$ cat config.mk
export PLATFORM = sky130hd
export DESIGN_NAME = pipe_cond_sum_adder_flat
export DESIGN_NICKNAME = d
export VERILOG_FILES = /design/src/rtl/pipe_cond_sum_adder_if.sv /design/src/rtl/pipe_cond_sum_adder.sv /design/src/flat_wrapper.sv
export SDC_FILE = /design/constraint.sdc
export NUM_CORES = 1
export LEC_CHECK = 0
export CAP_MARGIN = 10
export CORE_MARGIN = 8
export CORE_UTILIZATION = 45
export DETAILED_ROUTE_END_ITERATION = 6
export GPL_TIMING_DRIVEN = 0
export PLACE_DENSITY_LB_ADDON = 0.3
export SYNTH_ARGS = -nofsm -noshare
export SYNTH_HDL_FRONTEND = slang
export SYNTH_HIERARCHICAL = 1
export SYNTH_SLANG_ARGS = --single-unit
$ cat constraint.sdc
create_clock -name clk -period 37.3 [get_ports clk]
set_input_delay 5.595 -clock clk [delete_from_list [all_inputs] [get_ports clk]]
set_output_delay 5.595 -clock clk [all_outputs]
set_load 0.01 [all_outputs]
$ cat src/rtl/pipe_cond_sum_adder_if.sv
// Handshake and operand/result bundle for the pipelined conditional-sum adder.
interface pipe_cond_sum_adder_if #(
    parameter int WIDTH = 64
);
    logic             in_valid;
    logic             in_ready;
    logic [WIDTH-1:0] a;
    logic [WIDTH-1:0] b;
    logic             cin;
    logic             sub;
    logic             out_valid;
    logic             out_ready;
    logic [WIDTH-1:0] sum;
    logic             cout;
    logic             ovf;

    modport master (
        output in_valid, a, b, cin, sub, out_ready,
        input  in_ready, out_valid, sum, cout, ovf
    );

    modport slave (
        input  in_valid, a, b, cin, sub, out_ready,
        output in_ready, out_valid, sum, cout, ovf
    );
endinterface

$ cat src/rtl/pipe_cond_sum_adder.sv
// Pipelined conditional-sum adder/subtractor: one SEG-bit segment is resolved per
// stage, with the inter-segment carry, pending operands and finished sum bits registered.

// One segment: sums and carry-out for both possible carry-ins, built by doubling.
module pcsa_seg #(
    parameter int SEG = 16
) (
    input  logic [SEG-1:0] a,
    input  logic [SEG-1:0] b,
    output logic [SEG-1:0] s0,
    output logic [SEG-1:0] s1,
    output logic           c0,
    output logic           c1
);
    localparam int LVL = $clog2(SEG);

    always_comb begin
        // p*: per-bit sum assuming block carry-in 0/1; k*: carry-out of the block holding the bit
        logic [SEG-1:0] p0, p1, k0, k1, n0, n1, m0, m1;
        p0 = a ^ b;
        p1 = ~(a ^ b);
        k0 = a & b;
        k1 = a | b;
        for (int l = 0; l < LVL; l++) begin
            n0 = p0;
            n1 = p1;
            m0 = k0;
            m1 = k1;
            for (int j = 0; j < SEG; j++) begin
                int lo, mid;
                lo  = (j >> (l + 1)) << (l + 1);
                mid = lo + (1 << l);
                if (j >= mid) begin
                    n0[j] = k0[lo] ? p1[j] : p0[j];
                    n1[j] = k1[lo] ? p1[j] : p0[j];
                end
                if (mid < SEG) begin
                    m0[j] = k0[lo] ? k1[mid] : k0[mid];
                    m1[j] = k1[lo] ? k1[mid] : k0[mid];
                end else begin
                    m0[j] = k0[lo];
                    m1[j] = k1[lo];
                end
            end
            p0 = n0;
            p1 = n1;
            k0 = m0;
            k1 = m1;
        end
        s0 = p0;
        s1 = p1;
        c0 = k0[0];
        c1 = k1[0];
    end
endmodule

module pipe_cond_sum_adder #(
    parameter int WIDTH = 64,
    parameter int SEG   = 16
) (
    input  logic                 clk,
    input  logic                 rst,
    pipe_cond_sum_adder_if.slave bus
);
    localparam int STAGES = WIDTH / SEG;

    if ((WIDTH % SEG) != 0 || SEG < 2) begin : g_bad_param
        $error("pipe_cond_sum_adder: WIDTH must be a multiple of SEG and SEG >= 2");
    end

    logic              en;
    logic [STAGES:0]   vld_pipe;
    logic [STAGES:0]   cy;
    logic              ovf_q;

    // Single global enable: the whole pipe advances or the whole pipe holds.
    assign en          = ~vld_pipe[STAGES] | bus.out_ready;
    assign bus.in_ready = en;
    assign vld_pipe[0] = bus.in_valid;
    assign cy[0]       = bus.cin | bus.sub;

    for (genvar i = 0; i < STAGES; i++) begin : g_st
        localparam int LO = i * SEG;
        localparam int UW = WIDTH - LO;

        logic [UW-1:0]     a_in, b_in;
        logic [SEG-1:0]    s0, s1, seg_sum;
        logic              c0, c1, c_out;
        logic [LO+SEG-1:0] sum_d, sum_q;
        logic              vld_q, cy_q;

        if (i == 0) begin : g_first
            assign a_in  = bus.a;
            assign b_in  = bus.b ^ {WIDTH{bus.sub}};
            assign sum_d = seg_sum;
        end else begin : g_next
            assign a_in  = g_st[i-1].g_fwd.a_q;
            assign b_in  = g_st[i-1].g_fwd.b_q;
            assign sum_d = {seg_sum, g_st[i-1].sum_q};
        end

        pcsa_seg #(.SEG(SEG)) u_seg (
            .a  (a_in[SEG-1:0]),
            .b  (b_in[SEG-1:0]),
            .s0 (s0),
            .s1 (s1),
            .c0 (c0),
            .c1 (c1)
        );

        assign seg_sum = cy[i] ? s1 : s0;
        assign c_out   = cy[i] ? c1 : c0;

        always_ff @(posedge clk or posedge rst) begin
            if (rst) begin
                vld_q <= 1'b0;
                cy_q  <= 1'b0;
                sum_q <= '0;
            end else if (en) begin
                vld_q <= vld_pipe[i];
                cy_q  <= c_out;
                sum_q <= sum_d;
            end
        end

        assign vld_pipe[i+1] = vld_q;
        assign cy[i+1]       = cy_q;

        // Only the segments still unresolved travel on to later stages.
        if (i < STAGES - 1) begin : g_fwd
            logic [UW-SEG-1:0] a_q, b_q;
            always_ff @(posedge clk or posedge rst) begin
                if (rst) begin
                    a_q <= '0;
                    b_q <= '0;
                end else if (en) begin
                    a_q <= a_in[UW-1:SEG];
                    b_q <= b_in[UW-1:SEG];
                end
            end
        end else begin : g_last
            logic cmsb;
            // Carry into the MSB recovered from the resolved sum bit and its operand bits.
            assign cmsb = seg_sum[SEG-1] ^ a_in[SEG-1] ^ b_in[SEG-1];
            always_ff @(posedge clk or posedge rst) begin
                if (rst)     ovf_q <= 1'b0;
                else if (en) ovf_q <= cmsb ^ c_out;
            end
        end
    end

    assign bus.out_valid = vld_pipe[STAGES];
    assign bus.sum       = g_st[STAGES-1].sum_q;
    assign bus.cout      = cy[STAGES];
    assign bus.ovf       = ovf_q;
endmodule

$ cat src/flat_wrapper.sv
// flat-port wrapper written by rule: the top's interface ports become plain ports
module pipe_cond_sum_adder_flat 
#(
    parameter int WIDTH = 64,
    parameter int SEG   = 16
)
  (clk, rst, bus_in_valid, bus_a, bus_b, bus_cin, bus_sub, bus_out_ready, bus_in_ready, bus_out_valid, bus_sum, bus_cout, bus_ovf);
  pipe_cond_sum_adder_if #(.WIDTH(WIDTH)) bus_i ();
  input  logic clk;
  input  logic rst;
  input wire logic [$bits(bus_i.in_valid)-1:0] bus_in_valid;
  input wire logic [$bits(bus_i.a)-1:0] bus_a;
  input wire logic [$bits(bus_i.b)-1:0] bus_b;
  input wire logic [$bits(bus_i.cin)-1:0] bus_cin;
  input wire logic [$bits(bus_i.sub)-1:0] bus_sub;
  input wire logic [$bits(bus_i.out_ready)-1:0] bus_out_ready;
  output wire logic [$bits(bus_i.in_ready)-1:0] bus_in_ready;
  output wire logic [$bits(bus_i.out_valid)-1:0] bus_out_valid;
  output wire logic [$bits(bus_i.sum)-1:0] bus_sum;
  output wire logic [$bits(bus_i.cout)-1:0] bus_cout;
  output wire logic [$bits(bus_i.ovf)-1:0] bus_ovf;
  assign bus_i.in_valid = bus_in_valid;
  assign bus_i.a = bus_a;
  assign bus_i.b = bus_b;
  assign bus_i.cin = bus_cin;
  assign bus_i.sub = bus_sub;
  assign bus_i.out_ready = bus_out_ready;
  assign bus_in_ready = bus_i.in_ready;
  assign bus_out_valid = bus_i.out_valid;
  assign bus_sum = bus_i.sum;
  assign bus_cout = bus_i.cout;
  assign bus_ovf = bus_i.ovf;
  pipe_cond_sum_adder #(.WIDTH(WIDTH), .SEG(SEG)) u_core (.clk(clk), .rst(rst), .bus(bus_i));
endmodule
==> metrics.yaml, run 1 <==
outcome: "finished clean"
synthTopCellsByCount: "361 x dfrtp_1, 173 x nor2_1, 165 x inv_1"
via_per_inst: 5.015
io_buffers: 201
overflow: 0
synth_most_common_cell: "dfrtp_1"
path_max_fanout: 10
synth_cell_types: 36
clock.fmax_mhz: 75.01
wl_per_cell_um: 17.36
syn_inst: 1807
globalplace.congestion: 0.8291
clk_pin_slew_ps: 50
tightest_slew_ps: 612.3
syn-cell-area_um2: 20690
cts_tree: "yes"
ys_seq_area_share_pct: 43.66
grt_usage_pct: 17.45
slew_headroom_pct: 59.18
post-route-util_pct: 54.90
row_count: 78
power_density_nw_per_um2: 97.79
start_util_pct: 45.59
post-route-drc-count: 0
drt_iter0_markers: 675
slew_viol_final: 0
ys_ff_latch: 361
cts_max_level: 2
maxCapViolations: 0
cp-start-kind: "primary input"
nFillCells: 3882
power.total_mw: 2.437
min_period_over_period_pct: 35.74
synth-edff-count: 0
dp_hpwl_um: 35000
cts_sinks: 361
synth_top_cells_by_area: "dfrtp_1 44%, mux2_4 7.8%, ha_1 7.7%, mux2_2 7.6%, mux2i_1 7.1%"
multi_input_area_um2: 10610
coreArea_um2: 45380
fin_worst_skew_ps: 14.66
cts_root_buf: "clkbuf_16"
die-area_um2: 53100
ys_dominant_reg_cell: "dfrtp_1"
dr.pass1.iters: 5
fp.dieH_um: 230.4
syn_nets: 2069
drt.antenna.violating_nets: 0
p_leak_nw: 11.61
crit_arrival_ps: 7740
path_class: "in -> out"
drive_gt1_share_pct: 19.44
post-synth-top-area-cell: "dfrtp_1"
hold_viol_final: 0
holdCritPathClass: "reg -> reg"
vias: 13454
area_growth_pct: 20.43
antenna_found_initial: 2
fin_tns_setup_ps: 0
netlist.area_leader.share_pct: 43.66
io_pins: 202
hold_buffers: 0
ir_drop_mv: 0.05595
avgSynthCellArea_um2: 11.45
async_flop_share_pct: 100.0
die_x_um: 230.4
ctsResizeCount: 0
nNetsFinal: 2317
rsz0062_at_grt: "no"
post-route-min-period_ps: 13330
setup-violations-final: 0
grt_max_degree: 116
cts.path.max_buffers: 3
diodes: 0
ys_warn_count: 6
seq_area_um2: 9034
cts_setup_buffers: 0
cp.required_ps: 31700
wirelength_um: 46570
grt_pass1_vias: 14390
clk_latency_ps: 560
end_kind: "output pin"
cts_buffers: 42
grt_pass1_wl_um: 75380
## power by group
part | internal (mW) | switching, mW
Sequential | 0.574 | 0.115
Combinational | 0.700 | 0.638
Clock | 0.250 | 0.160
## kinds of logic (layout without fill, tap and decap cells)
group | after synthesis | in the layout | synth area share [%]
muxes | 415 | 415 | 24.24
DFF | 361 | 361 | 43.66
and+or+nand+nor | 264 | 264 | 5.527
buffers and inverters | 232 | 508 | 5.062
AOI/OAI and AO/OA | 229 | 229 | 6.162
xor gates and xnor gates | 178 | 178 | 7.602
adders and majority gates | 128 | 128 | 7.741
## metal layers
layer / part of all wire, % / vias to the layer above / global-route usage [%]
met4: 3.4 / 4 / 6.335
met1: 44 / 6576 / 21.47
met2: 49 / 233 / 30.03
met5: 0.052 / - / 0
li1: - / 6556 / -
met3: 4.1 / 85 / 3.642
## registers in the layout, indices dropped and copies added, names as in the netlist
name,cells
u_core/g_st.g_fwd.a_q,96
u_core/g_st.g_fwd.b_q,96
u_core/g_st.sum_q,96
u_core/bus.sum,64
u_core/g_st.cy_q,3
u_core/g_st.vld_q,3
u_core/bus.cout,1
u_core/bus.out_valid,1
u_core/bus.ovf,1
## worst paths after layout
| check | start | to | slack [ps] | cells after the start |
|---|---|---|---|---|
| min in group asynchronous | rst | u_core/g_st[0].g_fwd.a_q[1] | 5480 | 2 |
| max in group asynchronous | rst | u_core/g_st[0].g_fwd.a_q[38] | 30150 | 5 |
| max reg2reg | u_core/g_st[2].g_fwd.a_q[1] | u_core/bus.ovf | 33980 | 9 |
| max | bus_out_ready | bus_in_ready | 23970 | 6 |
| min | u_core/g_st[0].g_fwd.b_q[22] | u_core/g_st[1].g_fwd.b_q[6] | 500 | 1 |
| min reg2reg | u_core/g_st[0].g_fwd.b_q[22] | u_core/g_st[1].g_fwd.b_q[6] | 500 | 1 |
## critical path, cell delays in order
cell,delay (ps)
clkdlybuf4s50_1,460
nand2b_1,110
buf_2,300
buf_2,370
buf_2,300
clkdlybuf4s50_1,600
## per-stage QoR
stage                     setup slack, ps  instance area, um2  hold WS [ps]  instances
after global routing                23820               24920         514.6       2683
final                               23970               24920         495.3       2683
after global placement              17510               23450         477.9       2608
after CTS                           23880               24920         498.3       2683
after detailed placement            23880               23540         484.7       2611
after floorplan                     21690               20690         434.9       1807
## layout by cell type (no fill, tap or decap), types with 108 or more instances in the layout
cell	instances
inv_1	164
mux2i_1	147
clkdlybuf4s50_1	201
xnor2_1	132
a21oi_1	152
mux2_2	140
ha_1	128
dfrtp_1	361
nor2_1	173
mux2_4	108
## layout make-up
class                           count  share of cell area, %
Multi-Input combinational cell   1214                  42.58
Sequential cell                   361                  36.26
Tap cell                          600                  3.013
Inverter                          165                  2.516
Clock inverter                     15                 0.9089
Timing Repair Buffer              204                  8.406
Clock buffer                       57                  4.605
Buffer                             67                  1.717
(Power assumes the default switching activity.)
==> inputs of run 2 (changes only) <==
==> constraint.sdc (replaced) <==
create_clock -name clk -period 13.8 [get_ports clk]
set_input_delay 2.07 -clock clk [delete_from_list [all_inputs] [get_ports clk]]
set_output_delay 2.07 -clock clk [all_outputs]
set_load 0.01 [all_outputs]
==> results of run 2 <==
The final DEF is identical to that of run 1. Status: finished clean.
Main changes from that run: setup slack after placement 23880 ps -> 7426 ps; setup slack after layout 23970 ps -> 7518 ps; register-to-register setup slack 33980 ps -> 10480 ps; total power 2.437 mW -> 6.586 mW; worst IR drop on VDD 0.05595 mV -> 0.1512 mV
==> inputs of run 3 (changes only) <==
==> constraint.sdc (replaced) <==
create_clock -name clk -period 6.6 [get_ports clk]
set_input_delay 0.99 -clock clk [delete_from_list [all_inputs] [get_ports clk]]
set_output_delay 0.99 -clock clk [all_outputs]
set_load 0.01 [all_outputs]
==> metrics.yaml, run 3 (synthesis gave the netlist of run 1 again) <==
cts_tree: "yes"
rsz0062_at_grt: "no"
holdCritPathClass: "reg -> reg"
slew_headroom_pct: 40.27
cts_sinks: 361
path_class: "in -> reg"
wl_per_cell_um: 17.58
grt_max_degree: 44
path_max_fanout: 10
hold_buffers: 0
seq_area_um2: 9034
worstPathCellList: "clkdlybuf4s50_1, buf_4, buf_4, xor2_1, inv_1, ha_1, mux2i_2, mux2i_4, mux2i_4, mux2i_1, mux2i_1, xnor2_1, mux2i_1, a21oi_1"
cts.path.max_buffers: 3
die-area_um2: 53100
ctsResizeCount: 0
fp.dieH_um: 230.4
crit_arrival_ps: 4820
slowest_stage: "clkdlybuf4s50_1"
ir_drop_mv: 0.2666
reg_top3: "u_core/g_st.g_fwd.a_q x96, u_core/g_st.g_fwd.b_q x96, u_core/g_st.sum_q x96"
end_kind: "flip-flop"
grt_usage_pct: 17.60
cts_buffers: 42
start_util_pct: 45.59
io_buffers: 201
die_x_um: 230.4
crit_top_cell: "mux2i_1"
clock.fmax_mhz: 226.8
grt_pass1_vias: 14441
area_growth_pct: 21.12
postPlaceCellArea_um2: 23640
clk_latency_ps: 550
hold_viol_final: 0
post-route-drc-count: 0
min_period_over_period_pct: 66.80
cp-start-kind: "primary input"
crit_family: "multiplexers"
slew_viol_final: 0
diodes: 0
outcome: "finished clean"
globalplace.congestion: 0.8074
coreArea_um2: 45380
multi_input_area_um2: 10610
nNetsFinal: 2323
cts_root_buf: "clkbuf_16"
setup_ws_ps: 2191
antenna_found_initial: 1
power.total_mw: 13.89
cp.buffers_inverters: 4
grt_pass1_wl_um: 76040
cts_setup_buffers: 0
cp.required_ps: 7010
via_per_inst: 5.029
overflow: 0
maxCapViolations: 0
setup-violations-final: 0
vias: 13548
drt_iter0_markers: 522
io_pins: 202
row_count: 78
cts_max_level: 2
fin_worst_skew_ps: 15.36
post-route-min-period_ps: 4409
drive_gt1_share_pct: 20.06
drt.antenna.violating_nets: 0
final_cell_mix: "361 x dfrtp_1, 201 x clkdlybuf4s50_1, 173 x nor2_1"
power_density_nw_per_um2: 554.1
nFillCells: 3863
wirelength_um: 47370
max_stage_delay_ps: 520
final_common_cell: "dfrtp_1"
p_leak_nw: 11.69
dp_slack_ps: 1591
dr.pass1.iters: 5
clk_pin_slew_ps: 60
postLayoutCellArea_um2: 25060
dp_hpwl_um: 35940
tightest_slew_ps: 894.1
-- run 3: cell types whose count changed in the layout (fill, tap and decap cells not counted), moves of 2 or more --
| cell | change |
|---|---|
| buf_12 | +9 |
| buf_16 | -3 |
| clkbuf_1 | -4 |
| clkbuf_8 | +3 |
| clkinv_2 | +5 |
| clkinv_4 | +2 |
-- run 3: final cells by class --
cell class,instances,share of cell area [%]
clock inverter,20,0.8938
sequential,361,36.05
buffer,67,1.708
multi-input combinational,1214,42.34
tap,600,2.996
clock buffer,57,4.783
inverter,165,2.487
timing repair buffer,210,8.748
-- run 3: final timing paths --
path                                         startpoint                     endpoint  slack [ps]  cells after the start
min in group asynchronous                           rst  u_core/g_st[1].g_fwd.b_q[3]         980                      2
setup reg to reg            u_core/g_st[2].g_fwd.a_q[1]               u_core/bus.ovf        3370                      9
hold reg to reg            u_core/g_st[0].g_fwd.b_q[23]  u_core/g_st[1].g_fwd.b_q[7]         500                      1
hold / removal             u_core/g_st[0].g_fwd.b_q[23]  u_core/g_st[1].g_fwd.b_q[7]         500                      1
max in group asynchronous                           rst            u_core/bus.sum[4]        4180                      6
setup / recovery                                bus_sub     u_core/g_st[0].sum_q[11]        2190                     14
-- run 3: per-stage QoR --
step,hold WS [ps],cells,setup TNS (ps),utilization (%)
after CTS,497.0,2694,0,55.22
after global routing,511.9,2694,0,55.22
after detailed placement,483.5,2617,0,52.08
after floorplan,434.9,1807,0,-
final,498.7,2694,0,55.22
after global placement,477.1,2608,-560760,51.69
-- run 3: layer usage --
layer | up-vias | global-route usage, % | routed length (um)
li1 | 6553 | - | -
met5 | - | 0 | 13
met3 | 84 | 3.446 | 1784
met1 | 6685 | 21.89 | 20860
met2 | 224 | 30.22 | 23150
met4 | 2 | 6.256 | 1562
-- run 3: worst register-to-register path: stages, from the launching register on --
cell and delay (ps):
dfrtp_1 390, ha_1 240, o21ai_2 250, mux2i_1 470, mux2i_2 590, mux2_4 390, mux2i_1 240, mux2i_4 110
xnor3_1 360, a21oi_2 130
-- run 3: where the power goes --
part	internal, mW	switching (mW)	leakage (nW)
clock network	1.44	0.917	0.702
registers	3.24	0.655	4.11
logic	3.96	3.67	6.88
